$ cat src/rtl/seg7_pkg.sv
// Shared seven-segment definitions for the display blocks.
// Provides: MAX_DIGITS, SEG_DIGIT[0:9], SEG_BLANK, SEG_DASH,
//           digit_to_seg() (values 10..15 map to blank) and pow10().
// All segment codes are {a,b,c,d,e,f,g}, active-low.
package seg7_pkg;

  localparam int unsigned MAX_DIGITS = 8;

  localparam logic [6:0] SEG_BLANK = 7'b1111111;
  localparam logic [6:0] SEG_DASH  = 7'b1111110;

  localparam logic [6:0] SEG_DIGIT [0:9] = '{
    7'b0000001, 7'b1001111, 7'b0010010, 7'b0000110, 7'b1001100,
    7'b0100100, 7'b0100000, 7'b0001111, 7'b0000000, 7'b0000100
  };

  // Map one BCD digit to its segment pattern; non-decimal codes show blank.
  function automatic logic [6:0] digit_to_seg(input logic [3:0] d);
    logic [6:0] s;
    s = SEG_BLANK;
    for (int i = 0; i < 10; i++) begin
      if (d == 4'(i)) s = SEG_DIGIT[i];
    end
    return s;
  endfunction

  // Elaboration-time 10^n.
  function automatic longint unsigned pow10(input int unsigned n);
    longint unsigned p;
    p = 1;
    for (int unsigned i = 0; i < n; i++) p = p * 10;
    return p;
  endfunction

endpackage

$ cat src/rtl/bin2bcd_seq.sv
// Sequential double-dabble binary-to-BCD converter.
// One add-3/shift step per cycle, VALUE_W steps per conversion; the first
// step is taken on the start edge so the result is ready VALUE_W-1 edges later.
// Ports: clk, rst (sync, active-high), start (capture din), din (binary),
//        done (high in the cycle the final bcd is valid), bcd (NUM_DIGITS
//        nibbles, digit 0 in the low nibble), ovf (din >= 10^NUM_DIGITS,
//        captured with din).
module bin2bcd_seq
  import seg7_pkg::*;
#(
  parameter int unsigned VALUE_W    = 14,
  parameter int unsigned NUM_DIGITS = 4
) (
  input  logic                    clk,
  input  logic                    rst,
  input  logic                    start,
  input  logic [VALUE_W-1:0]      din,
  output logic                    done,
  output logic [4*NUM_DIGITS-1:0] bcd,
  output logic                    ovf
);

  localparam int unsigned BCD_W = 4 * NUM_DIGITS;
  localparam int unsigned CNT_W = $clog2(VALUE_W + 1);
  localparam longint unsigned LIMIT = pow10(NUM_DIGITS);

  typedef enum logic {IDLE, RUN} state_t;

  state_t             state, state_nxt;
  logic [VALUE_W-1:0] sh, sh_nxt;
  logic [BCD_W-1:0]   bcd_nxt;
  logic [CNT_W-1:0]   cnt, cnt_nxt;
  logic               done_nxt, ovf_nxt;

  // One double-dabble step: correct nibbles >= 5, then shift in the next bit.
  function automatic logic [BCD_W-1:0] dd_step(input logic [BCD_W-1:0] b,
                                               input logic bit_in);
    logic [BCD_W-1:0] a;
    a = b;
    for (int i = 0; i < NUM_DIGITS; i++) begin
      if (a[4*i +: 4] >= 4'd5) a[4*i +: 4] = a[4*i +: 4] + 4'd3;
    end
    return {a[BCD_W-2:0], bit_in};
  endfunction

  // State register
  always_ff @(posedge clk) begin
    if (rst) begin
      state <= IDLE;
      sh    <= '0;
      bcd   <= '0;
      cnt   <= '0;
      done  <= 1'b0;
      ovf   <= 1'b0;
    end else begin
      state <= state_nxt;
      sh    <= sh_nxt;
      bcd   <= bcd_nxt;
      cnt   <= cnt_nxt;
      done  <= done_nxt;
      ovf   <= ovf_nxt;
    end
  end

  // Next-state and datapath
  always_comb begin
    state_nxt = state;
    sh_nxt    = sh;
    bcd_nxt   = bcd;
    cnt_nxt   = cnt;
    done_nxt  = 1'b0;
    ovf_nxt   = ovf;
    case (state)
      IDLE: begin
        if (start) begin
          bcd_nxt   = dd_step('0, din[VALUE_W-1]);
          sh_nxt    = din << 1;
          cnt_nxt   = CNT_W'(1);
          ovf_nxt   = (64'(din) >= LIMIT);
          done_nxt  = (VALUE_W == 1);
          state_nxt = RUN;
        end
      end
      RUN: begin
        if (done) begin
          state_nxt = IDLE;
        end else begin
          bcd_nxt  = dd_step(bcd, sh[VALUE_W-1]);
          sh_nxt   = sh << 1;
          cnt_nxt  = cnt + CNT_W'(1);
          done_nxt = (cnt == CNT_W'(VALUE_W - 1));
        end
      end
      default: state_nxt = IDLE;
    endcase
  end

endmodule

$ cat src/rtl/multi_digit_display.sv
// Multiplexed seven-segment driver: load/busy capture of a binary value,
// sequential BCD conversion, and a scanned common-anode display.
// Ports: clk, rst (sync, active-high), value/load (capture when busy=0),
//        busy, overflow (shown as dashes), AN (active-low digit enables),
//        SEG ({a..g}, active-low).
// Optional build macro: LEADING_ZERO_BLANK_EN blanks zero digits above the
// most significant nonzero digit (digit 0 always shown, not while overflow).
module multi_digit_display
  import seg7_pkg::*;
#(
  parameter int unsigned NUM_DIGITS  = 4,
  parameter int unsigned VALUE_W     = 14,
  parameter int unsigned REFRESH_DIV = 100000
) (
  input  logic                  clk,
  input  logic                  rst,
  input  logic [VALUE_W-1:0]    value,
  input  logic                  load,
  output logic                  busy,
  output logic                  overflow,
  output logic [NUM_DIGITS-1:0] AN,
  output logic [6:0]            SEG
);

  localparam int unsigned PRE_W = (REFRESH_DIV > 1) ? $clog2(REFRESH_DIV) : 1;
  localparam int unsigned IDX_W = (NUM_DIGITS > 1) ? $clog2(NUM_DIGITS) : 1;

  logic [NUM_DIGITS-1:0][3:0] digits;
  logic [PRE_W-1:0]           pre;
  logic [IDX_W-1:0]           idx;
  logic                       conv_done, conv_ovf;
  logic [4*NUM_DIGITS-1:0]    conv_bcd;
  logic                       start_c, blank_c;
  logic [6:0]                 seg_c;

  assign start_c = load & ~busy;

  bin2bcd_seq #(
    .VALUE_W    (VALUE_W),
    .NUM_DIGITS (NUM_DIGITS)
  ) u_conv (
    .clk   (clk),
    .rst   (rst),
    .start (start_c),
    .din   (value),
    .done  (conv_done),
    .bcd   (conv_bcd),
    .ovf   (conv_ovf)
  );

  // Leading-zero blank for the digit currently selected by idx
  always_comb begin
    blank_c = 1'b0;
`ifdef LEADING_ZERO_BLANK_EN
    if (idx != '0) begin
      blank_c = 1'b1;
      for (int i = 0; i < NUM_DIGITS; i++) begin
        if (IDX_W'(i) >= idx && digits[i] != 4'd0) blank_c = 1'b0;
      end
    end
`endif
  end

  // Segment pattern for the selected digit; overflow overrides everything
  always_comb begin
    seg_c = digit_to_seg(digits[idx]);
    if (overflow)     seg_c = SEG_DASH;
    else if (blank_c) seg_c = SEG_BLANK;
  end

  // Capture/commit, prescaler, scan index and output registers
  always_ff @(posedge clk) begin
    if (rst) begin
      busy     <= 1'b0;
      overflow <= 1'b0;
      digits   <= '0;
      pre      <= '0;
      idx      <= '0;
      AN       <= '1;
      SEG      <= SEG_BLANK;
    end else begin
      // Display registers change only at commit, so partial results never show
      if (start_c) begin
        busy <= 1'b1;
      end else if (conv_done) begin
        busy     <= 1'b0;
        digits   <= conv_bcd;
        overflow <= conv_ovf;
      end

      if (pre == PRE_W'(REFRESH_DIV - 1)) begin
        pre <= '0;
        if (idx == IDX_W'(NUM_DIGITS - 1)) idx <= '0;
        else                               idx <= idx + IDX_W'(1);
      end else begin
        pre <= pre + PRE_W'(1);
      end

      AN  <= ~(NUM_DIGITS'(1) << idx);
      SEG <= seg_c;
    end
  end

endmodule

$ cat config.mk
export PLATFORM = sky130hd
export DESIGN_NAME = multi_digit_display
export DESIGN_NICKNAME = d
export VERILOG_FILES = /design/src/rtl/seg7_pkg.sv /design/src/rtl/bin2bcd_seq.sv /design/src/rtl/multi_digit_display.sv
export SDC_FILE = /design/constraint.sdc
export NUM_CORES = 1
export LEC_CHECK = 0
export ABC_AREA = 1
export BUFFER_PORTS_ARGS = -buffer_cell sky130_fd_sc_hd__buf_4
export CORE_MARGIN = 5
export CORE_UTILIZATION = 50
export CTS_CLUSTER_DIAMETER = 40
export DETAILED_ROUTE_END_ITERATION = 6
export PLACE_DENSITY = 0.68
export SYNTH_ARGS = -nofsm -noshare
export SYNTH_HDL_FRONTEND = slang
export SYNTH_SLANG_ARGS = --single-unit
$ cat constraint.sdc
create_clock -name clk -period 1.6 [get_ports clk]
set_input_delay 0.24 -clock clk [delete_from_list [all_inputs] [get_ports clk]]
set_output_delay 0.24 -clock clk [all_outputs]
set_load 0.05 [all_outputs]
# After elaboration in Yosys (flattened, before gate mapping)
# Cells that the tools add are included.
word_totals:
  reg_bits: 85
  in_bits: 17
  out_inout_bits: 13
  wordCells: 93
op_classes:
  n_addsub: 7
  order_cmp: 6
  eq_ne: 14
  shift: 1
  mux: 34
  bitwise: 5
  n_reduce_logical: 8
ops:
  columns: ["operator", "count"]
  rows:
  - ["two-way mux 7 bit", 10]
  - ["two-way mux 16 bit", 2]
  - ["one-hot mux 16 bit (2 select lines)", 1]
  - ["two-way mux 14 bit", 2]
  - ["one-hot mux 14 bit (2 select lines)", 1]
  - ["two-way mux 4 bit", 6]
  - ["adder 17 x 1 -> 17 bit, second input constant", 1]
  - ["== test 17 bit, second input constant", 1]
  - ["== test 4 x 3 -> 1 bit, second input constant", 4]
  - [">= comparator 4 x 3 -> 1 bit, second input constant", 4]
  - [">= comparator 14 bit, second input constant", 1]
  - ["adder 4 x 2 -> 4 bit, second input constant", 3]
  - ["== test 4 bit, second input constant", 3]
  - ["binary-select mux 4 bit (select 2 bit)", 1]
  - ["== test 4 x 2 -> 1 bit, second input constant", 2]
  - ["one-hot mux 4 bit (2 select lines)", 1]
  - ["two-way mux 1 bit", 6]
  - ["AND reduction 2 bit", 3]
  - ["adder 4 x 1 -> 4 bit, second input constant", 1]
  - ["== test 4 x 1 -> 1 bit, second input constant", 1]
  - ["logical NOT 4 bit", 1]
  - ["inequality test 2 bit, second input constant", 2]
  - ["NOT 4 bit", 1]
  - ["one-hot mux 1 bit (2 select lines)", 2]
  - ["12 further kinds", 15]

# Logic depth before layout (Yosys ltp)
# Gate-level depths: netlist (run 1).
logic_depth:
  depth_word: 14
  depth_mapped: 11
  ltp_nobuf: 10

# Hierarchy
# A second synthesis (run 1) with hierarchy kept.
hier_totals:
  hier_cells: 577
  area_unflattened_um2: 4157.7
modules_own_cells:
  columns: ["module", "n_inst", "cells_each", "area_each_um2", "seq_area_each_um2"]
  rows:
  - ["multi_digit_display", 1, 316, 2257.2, 960.9]
  - ["bin2bcd_seq", 1, 261, 1900.6, 720.7]

# Worst setup path before layout (run 1)
# Ideal clock, no wire load.
synth_path:
  path_kind: "flip-flop to flip-flop"
  from: "register busy"
  to: "register digits[11] (netlist name)"
  t_arrival_ns: 1.331
  path_slack_ns: 0.140
  stages_incl_launch_ff: 5
  synth_period_minus_slack_ns: 1.460
  cell_sequence: "dfxtp_1 > nor2_2 > nor2_2 > clkbuf_1 > a21oi_1"
synth_between:
  elab_chain_cells: 4
synth_lines:
  columns: ["item", "line", "source"]
  rows:
  - ["from (decl)", "multi_digit_display.sv:19", "output logic busy,"]
  - ["from (signal assigned)", "multi_digit_display.sv:74", "busy <= 1'b0;"]
  - ["from (signal assigned)", "multi_digit_display.sv:84", "busy <= 1'b1;"]
  - ["from (signal assigned)", "multi_digit_display.sv:86", "busy <= 1'b0;"]
  - ["NOT 1 bit", "multi_digit_display.sv:36", "assign start_c = load & ~busy;"]
  - ["AND 1 bit", "multi_digit_display.sv:36", null]
  - ["NOT 1 bit (no source line)", null, null]
  - ["AND reduction 2 bit (no source line)", null, null]
  - ["to (signal assigned)", "multi_digit_display.sv:87", "digits <= conv_bcd;"]
  - ["to (decl)", "multi_digit_display.sv:28", "logic [NUM_DIGITS-1:0][3:0] digits;"]
# No other way between the ends.
# A chain may end at the register's enable or synchronous reset.

# Worst setup path in the final report (run 1)
layout_path:
  from: "register u_conv.bcd[1]"
  to: "register u_conv.bcd[2]"
layout_between:
  elab_chain_cells: 4
  word_cells_on_any_way: 5
layout_lines:
  columns: ["item", "line", "source"]
  rows:
  - ["from (decl)", "bin2bcd_seq.sv:19", "output logic [4*NUM_DIGITS-1:0] bcd,"]
  - ["from (signal assigned)", "bin2bcd_seq.sv:58", "bcd <= bcd_nxt;"]
  - ["adder 4 x 2 -> 4 bit / >= comparator 4 x 3 -> 1 bit (equally long branches)", "bin2bcd_seq.sv:41", "if (a[4*i +: 4] >= 4'd5) a[4*i +: 4] = a[4*i +: 4] + 4'd3;"]
  - ["two-way mux 4 bit *", "bin2bcd_seq.sv:41", null]
  - ["two-way mux 16 bit *", "bin2bcd_seq.sv:85", "if (done) begin"]
  - ["one-hot mux 16 bit (2 select lines) *", "bin2bcd_seq.sv:73", "case (state)"]
# Every way passes the cells marked *; elsewhere a longest branch is shown, timed or not. The select of a mux whose other input is x is not followed.

==> results of run 1 <==
state kept, by name (all words and copies together) (netlist names):
| name | cells |
|---|---|
| busy | 1 |
| u_conv.bcd | 16 |
| pre | 17 |
| SEG | 7 |
| u_conv.state | 1 |
| u_conv.sh | 13 |
| digits | 16 |
| overflow | 1 |
| u_conv.cnt | 4 |
| AN | 4 |
| idx | 2 |
| u_conv.done | 1 |
| u_conv.ovf | 1 |
cells in the final DEF, fill, tap and decap left out, types with 2 or more instances in the layout:
master and count:
a21oi_1 48, a31oi_1 13, buf_4 44, clkbuf_8 12
clkinv_2 2, dfxtp_1 81, dfxtp_2 3, ha_1 15
inv_1 40, inv_2 6, nand2_1 144, nand2_4 2
nand3_1 36, nand3_2 2, nand3b_1 3, nand4_1 10
nor2_1 34, nor2_2 4, nor2_4 3, nor3_1 5
nor3b_1 2, o211ai_1 2, o21ai_0 33, o21ai_1 18
o22ai_1 2, or2_0 2, or2_2 4, xor2_1 7
worst max-delay path: cells and delay by family, from the launching register on:
family / cells / cell delay (ns)
adder cells (fa/ha/maj): 1 / 0.19
AO/OA/AOI/OAI: 2 / 0.17
buffers and inverters: 1 / 0.10
flip-flops: 1 / 0.37
AND/OR/NAND/NOR: 3 / 0.53
where the power goes:
part / leakage, uW / total (uW) / switching [uW] / internal [uW]
registers: 0.000686 / 2200 / 37.1 / 2160
clock network: 0.0000941 / 1370 / 698 / 670
logic: 0.00102 / 389 / 244 / 146
total: 0.00180 / 3950 / 979 / 2970
stage by stage:
step	hold WS (ns)	power (uW)	setup TNS (ns)	instance area, um2	std cells
after detailed placement	0.450	2630	-1.10	4320	670
final	0.137	3950	0	4510	684
after CTS	0.117	4000	0	4500	684
after global placement	0.442	2620	-0.000251	4320	670
after floorplan	0.401	2500	0	3960	543
after global routing	0.132	4140	-0.0164	4510	684
synthesized netlist by cell type, drive strengths merged:
cell type,n
xor2,7
o21ai,51
buf,11
nor3b,2
nor2,41
a221oi,1
nor3,6
or2,6
clkbuf,9
nand3b,3
ha,15
inv,47
a31oi,13
a21oi,48
nand4,10
dfxtp,84
nand2,147
o22ai,2
o211ai,2
nand3,38
final timing paths:
kind / startpoint / endpoint / cells after the start
max: u_conv.bcd[1]$_SDFFE_PP0P_ / u_conv.bcd[2]$_SDFFE_PP0P_ / 7
min: rst / u_conv.bcd[3]$_SDFFE_PP0P_ / 2
max reg2reg: u_conv.bcd[1]$_SDFFE_PP0P_ / u_conv.bcd[2]$_SDFFE_PP0P_ / 7
min reg2reg: pre[0]$_SDFF_PP0_ / pre[0]$_SDFF_PP0_ / 1
per-layer routing:
metal	up-vias	wire length [um]	track usage, %
li1	1869	-	-
met1	1604	4100	23.6
met2	50	3510	26.5
met3	6	287	2.97
met4	0	76	5.99
met5	-	0	0
kinds of logic (layout without fill, tap and decap cells):
family	Yosys count	in the layout
AO/OA/AOI/OAI	117	117
XOR/XNOR	7	7
adder cells (fa/ha/maj)	15	15
buffers and inverters	67	106
flip-flops	84	84
AND/OR/NAND/NOR	253	253
cell type report:
cell class | count | area [um2] | area share (%)
multi-input cells | 392 | 2000 | 44.2
flip-flops and latches | 84 | 1690 | 37.3
repair buffers | 45 | 350 | 7.76
inverters | 47 | 179 | 3.96
clock buffers | 12 | 165 | 3.66
well taps | 102 | 128 | 2.83
clock inverters | 2 | 10.0 | 0.222
repair_timing:
item | CTS | global route
setup endpoints to repair | 15 | 19
resized for setup | 1 | 6
pin swaps | 0 | 0
==> flow_summary.toml, run 1 <==
[logic_synthesis]
post-synth-top-area-cell = "dfxtp_1"
synth_xor_area_share_pct = 1.55
yosysSeqAreaShare_pct = 42.5
yosys.area_share.simple_pct = 28.3
yosysTopAreaCellShare_pct = 42.5
synth_mux_area_share_pct = 0
synth-seq-cells = 84
synth_compound_gate_area_share_pct = 15.5
syn_area_um2 = 3960
ys_types = 32
synthAdderAreaFrac_pct = 4.74
synthCells = 543
synthTopCellsByArea = "dfxtp_1 42%, nand2_1 14%, a21oi_1 6.1%, ha_1 4.7%, nand3_1 4.7%"
syn_nets = 575
synth_top_family_by_area = "simple AND/OR/NAND/NOR gates"
syn_avg_cell_area_um2 = 7.30
yosys_warnings = 0

[global_route]
grt_use_total_pct = 17.0
grt_pass1_wl_um = 14100
first_global_vias = 3198
grt-ovfl-total = 0
antenna_found_initial = 0
grt_max_degree = 36

[detailed_routing]
vias = 3529
first_iter_violations = 126
via_per_inst = 5.16
antenna_left = 0
wl_per_cell_um = 11.7
routed_wl_um = 7980
firstDrtPassIters = 4
drc = 0

[sta]
layout_setup_ws_ns = 0.123
rsz0062_at_grt = "yes"
post-route-period-util_pct = 92.3
slew_headroom_pct = 59.0
slew_violations = 0
finalHoldViolCount = 0
final-setup-viol-count = 0
worst_pin_slew_ns = 0.614
fmax_ghz = 0.677
layout_min_cycle_time_ns = 1.48
skew_ns = 0.00782

[placement]
port_buffers = 29
dpl_worst_slack_ns = -0.0960
place_congestion = 0.848
hpwl_um = 5780

[layout]
nNetsFinal = 611
area_delta_synth_final_pct = 14.0
diodes = 0
final_core_util_pct = 58.4
drive_gt1_share_pct = 14.8
num-fill-cells = 715

[clock_tree]
numCtsBuffers = 9
clock_latency_ns = 0.35
cts_buffer_depth = 2
cts.root.buffer_cell = "clkbuf_8"
cts_tree = "yes"
cts_hold_buffers = 0
h-tree-depth = 3
cts.sinks = 84
clk_pin_slew_worst_paths_ns = 0.08
post_cts_buffers = 0

[power]
power_density_nw_per_um2 = 876
leakagePower_uw = 0.00180
vdd_drop_max_uv = 422

[floorplan]
initial_core_util_pct = 51.3
core_region_area_um2 = 7730
die_w_um = 99.0
io_pins = 30
fp.dieH_um = 99.0
rows = 32
dieArea_um2 = 9800

[worst_hold_path]
hold_class = "in -> reg"

[setup_path]
path_cells = "inv_1 > ha_1 > or2_2 > nand3_1 > nand2_1 > o211ai_1 > a21oi_1"
arrival_ns = 1.71
critical-path-slowest-cell = "dfxtp_1"
worstPathRequired_ns = 1.83
rrSetupSlack_ns = 0.12
cp-start-kind = "flip-flop"
criticalPathCategory = "reg -> reg"
worstPathMaxFanout = 4
worst_setup_path_end_kind = "flip-flop"
max_stage_delay_ns = 0.37

[run]
maxCapViolCount = 0

[status]
status = "complete, no violations"
Note: power is estimated with default switching activity, not from simulation.
==> run 2, diff against run 1 <==
--- a/config.mk
+++ b/config.mk
@@ -7,7 +7,7 @@
 export LEC_CHECK = 0
 export ABC_AREA = 1
 export BUFFER_PORTS_ARGS = -buffer_cell sky130_fd_sc_hd__buf_4
-export CORE_MARGIN = 5
+export CORE_MARGIN = 2
 export CORE_UTILIZATION = 50
 export CTS_CLUSTER_DIAMETER = 40
 export DETAILED_ROUTE_END_ITERATION = 6
==> flow_summary.toml, run 2 (synthesis results as in run 1) <==
[sta]
slew_violations = 0
layout_min_cycle_time_ns = 1.49
fmax_ghz = 0.672
post-route-period-util_pct = 93.1
worst_pin_slew_ns = 0.615
layout_setup_ws_ns = 0.111
rsz0062_at_grt = "no"
slew_headroom_pct = 58.9
finalHoldViolCount = 0
final-setup-viol-count = 0
skew_ns = 0.00768

[power]
vdd_drop_max_uv = 588
power_density_nw_per_um2 = 929
leakagePower_uw = 0.00183
power_uw = 4240

[layout]
area_delta_synth_final_pct = 15.2
regMostFlops = "pre"
final_common_cell = "nand2_1"
final_core_util_pct = 59.4
final_cell_mix = "144 x nand2_1, 79 x dfxtp_1, 48 x a21oi_1"
nNetsFinal = 611
largest_reg_flops = 17
fin_area_um2 = 4560
drive_gt1_share_pct = 15.6
diodes = 0
fin_cells = 686
largestRegisters = "pre (17), digits (16), u_conv.bcd (16)"

[detailed_routing]
wl_per_cell_um = 12.0
drc = 0
antenna_left = 0
firstDrtPassIters = 4
via_per_inst = 5.16
routed_wl_um = 8240
vias = 3538
first_iter_violations = 150

[global_route]
grt-ovfl-total = 0
first_global_vias = 3275
grt_pass1_wl_um = 14100
grt_use_total_pct = 20.1
antenna_found_initial = 0
grt_max_degree = 36

[clock_tree]
numCtsBuffers = 9
post_cts_buffers = 0
cts.sinks = 84
cts.root.buffer_cell = "clkbuf_8"
h-tree-depth = 3
clk_pin_slew_worst_paths_ns = 0.08
cts_buffer_depth = 2
cts_tree = "yes"
clock_latency_ns = 0.35

[placement]
place_area_um2 = 4320
port_buffers = 29
hpwl_um = 5970
place_congestion = 0.909
dp_cells = 670
dpl_worst_slack_ns = -0.0834

[setup_path]
path_cells = "inv_1 > ha_1 > or2_2 > nand3_1 > a21oi_1 > o21ai_1 > a21oi_1"
crit_start = "u_conv.bcd[8]$_SDFFE_PP0P_"
criticalPathCategory = "reg -> reg"
worst_setup_path_end_kind = "flip-flop"
rr_startpoint = "u_conv.bcd[8]$_SDFFE_PP0P_"
critical-path-slowest-cell = "dfxtp_2"
cp-start-kind = "flip-flop"
worstPathMaxFanout = 5
arrival_ns = 1.72
max_stage_delay_ns = 0.37
reg2reg_depth = 7
rrSetupSlack_ns = 0.11
critPathCapture = "u_conv.bcd[10]$_SDFFE_PP0P_"
cp_common_cell = "a21oi_1"
rr_endpoint = "u_conv.bcd[10]$_SDFFE_PP0P_"
worstPathRequired_ns = 1.83

[status]
status = "complete, no violations"

[floorplan]
io_pins = 30
fp.dieH_um = 93.0
rows = 32
initial_core_util_pct = 51.5
die_w_um = 93.0
core_region_area_um2 = 7690
dieArea_um2 = 8650

[run]
maxCapViolCount = 0

[worst_hold_path]
hold_class = "in -> reg"
-- run 2: cell count changes in the layout (fill, tap and decap cells not counted), sizes merged --
cell / previous run / this run
bufinv: 0 / 2
clkbuf: 12 / 11
clkinv: 2 / 3
-- run 2: power breakdown --
group          internal, uW  leakage, uW  switching, uW
combinational           145      0.00103            246
sequential             2160     0.000687           37.8
clock                   915     0.000113            738
-- run 2: how the worst min path moves through the flow --
| stage | start | to | slack, ns | cells after the start |
|---|---|---|---|---|
| 3_3_place_gp | u_conv.ovf$_SDFFE_PP0P_ | overflow$_SDFFE_PP0P_ | 0.44 | 2 |
| 4_1_cts | load | busy$_SDFFE_PP0P_ | 0.15 | 3 |
| 6_report | load | busy$_SDFFE_PP0P_ | 0.16 | 3 |
| 3_5_place_dp | u_conv.ovf$_SDFFE_PP0P_ | overflow$_SDFFE_PP0P_ | 0.45 | 2 |
| 2_1_floorplan | value[12] | u_conv.sh[13]$_SDFFE_PP0P_ | 0.40 | 2 |
| 5_1_grt | value[1] | u_conv.sh[2]$_SDFFE_PP0P_ | 0.15 | 3 |
-- run 2: layout make-up --
| type | instances | area (um2) |
|---|---|---|
| inverters | 47 | 179 |
| multi-input cells | 392 | 2000 |
| clock inverters | 5 | 75.1 |
| flip-flops and latches | 84 | 1690 |
| well taps | 102 | 128 |
| repair buffers | 45 | 350 |
| fillers | 724 | 3120 |
| clock buffers | 11 | 141 |
-- run 2: timing repair --
action                                  in CTS  in global routing
hold buffers                                 0                  0
cloned                                       0                  0
pin swaps                                    0                  1
endpoints found under the setup margin      13                  8
gates resized for setup                      1                  9
-- run 2: worst max-delay path: cells and delay by family, from the launching register on --
family / cells / cell delay [ns]
simple gates: 2 / 0.45
flops: 1 / 0.37
compound gates: 3 / 0.27
fa+ha+maj: 1 / 0.20
buf+inv: 1 / 0.08
-- run 2: routing by layer --
| layer | global-route usage, % | wire length, um | vias up |
|---|---|---|---|
| li1 | - | - | 1862 |
| met1 | 25.8 | 4150 | 1618 |
| met2 | 33.3 | 3710 | 48 |
| met3 | 4.35 | 246 | 10 |
| met4 | 7.84 | 130 | 0 |
| met5 | 0 | 0 | - |
-- run 2: through the flow --
stage,hold slack (ns),TNS [ns]
2_1_floorplan,0.401,0
3_3_place_gp,0.441,0
3_5_place_dp,0.447,-0.619
4_1_cts,0.150,0
5_1_grt,0.155,0
6_report,0.161,0
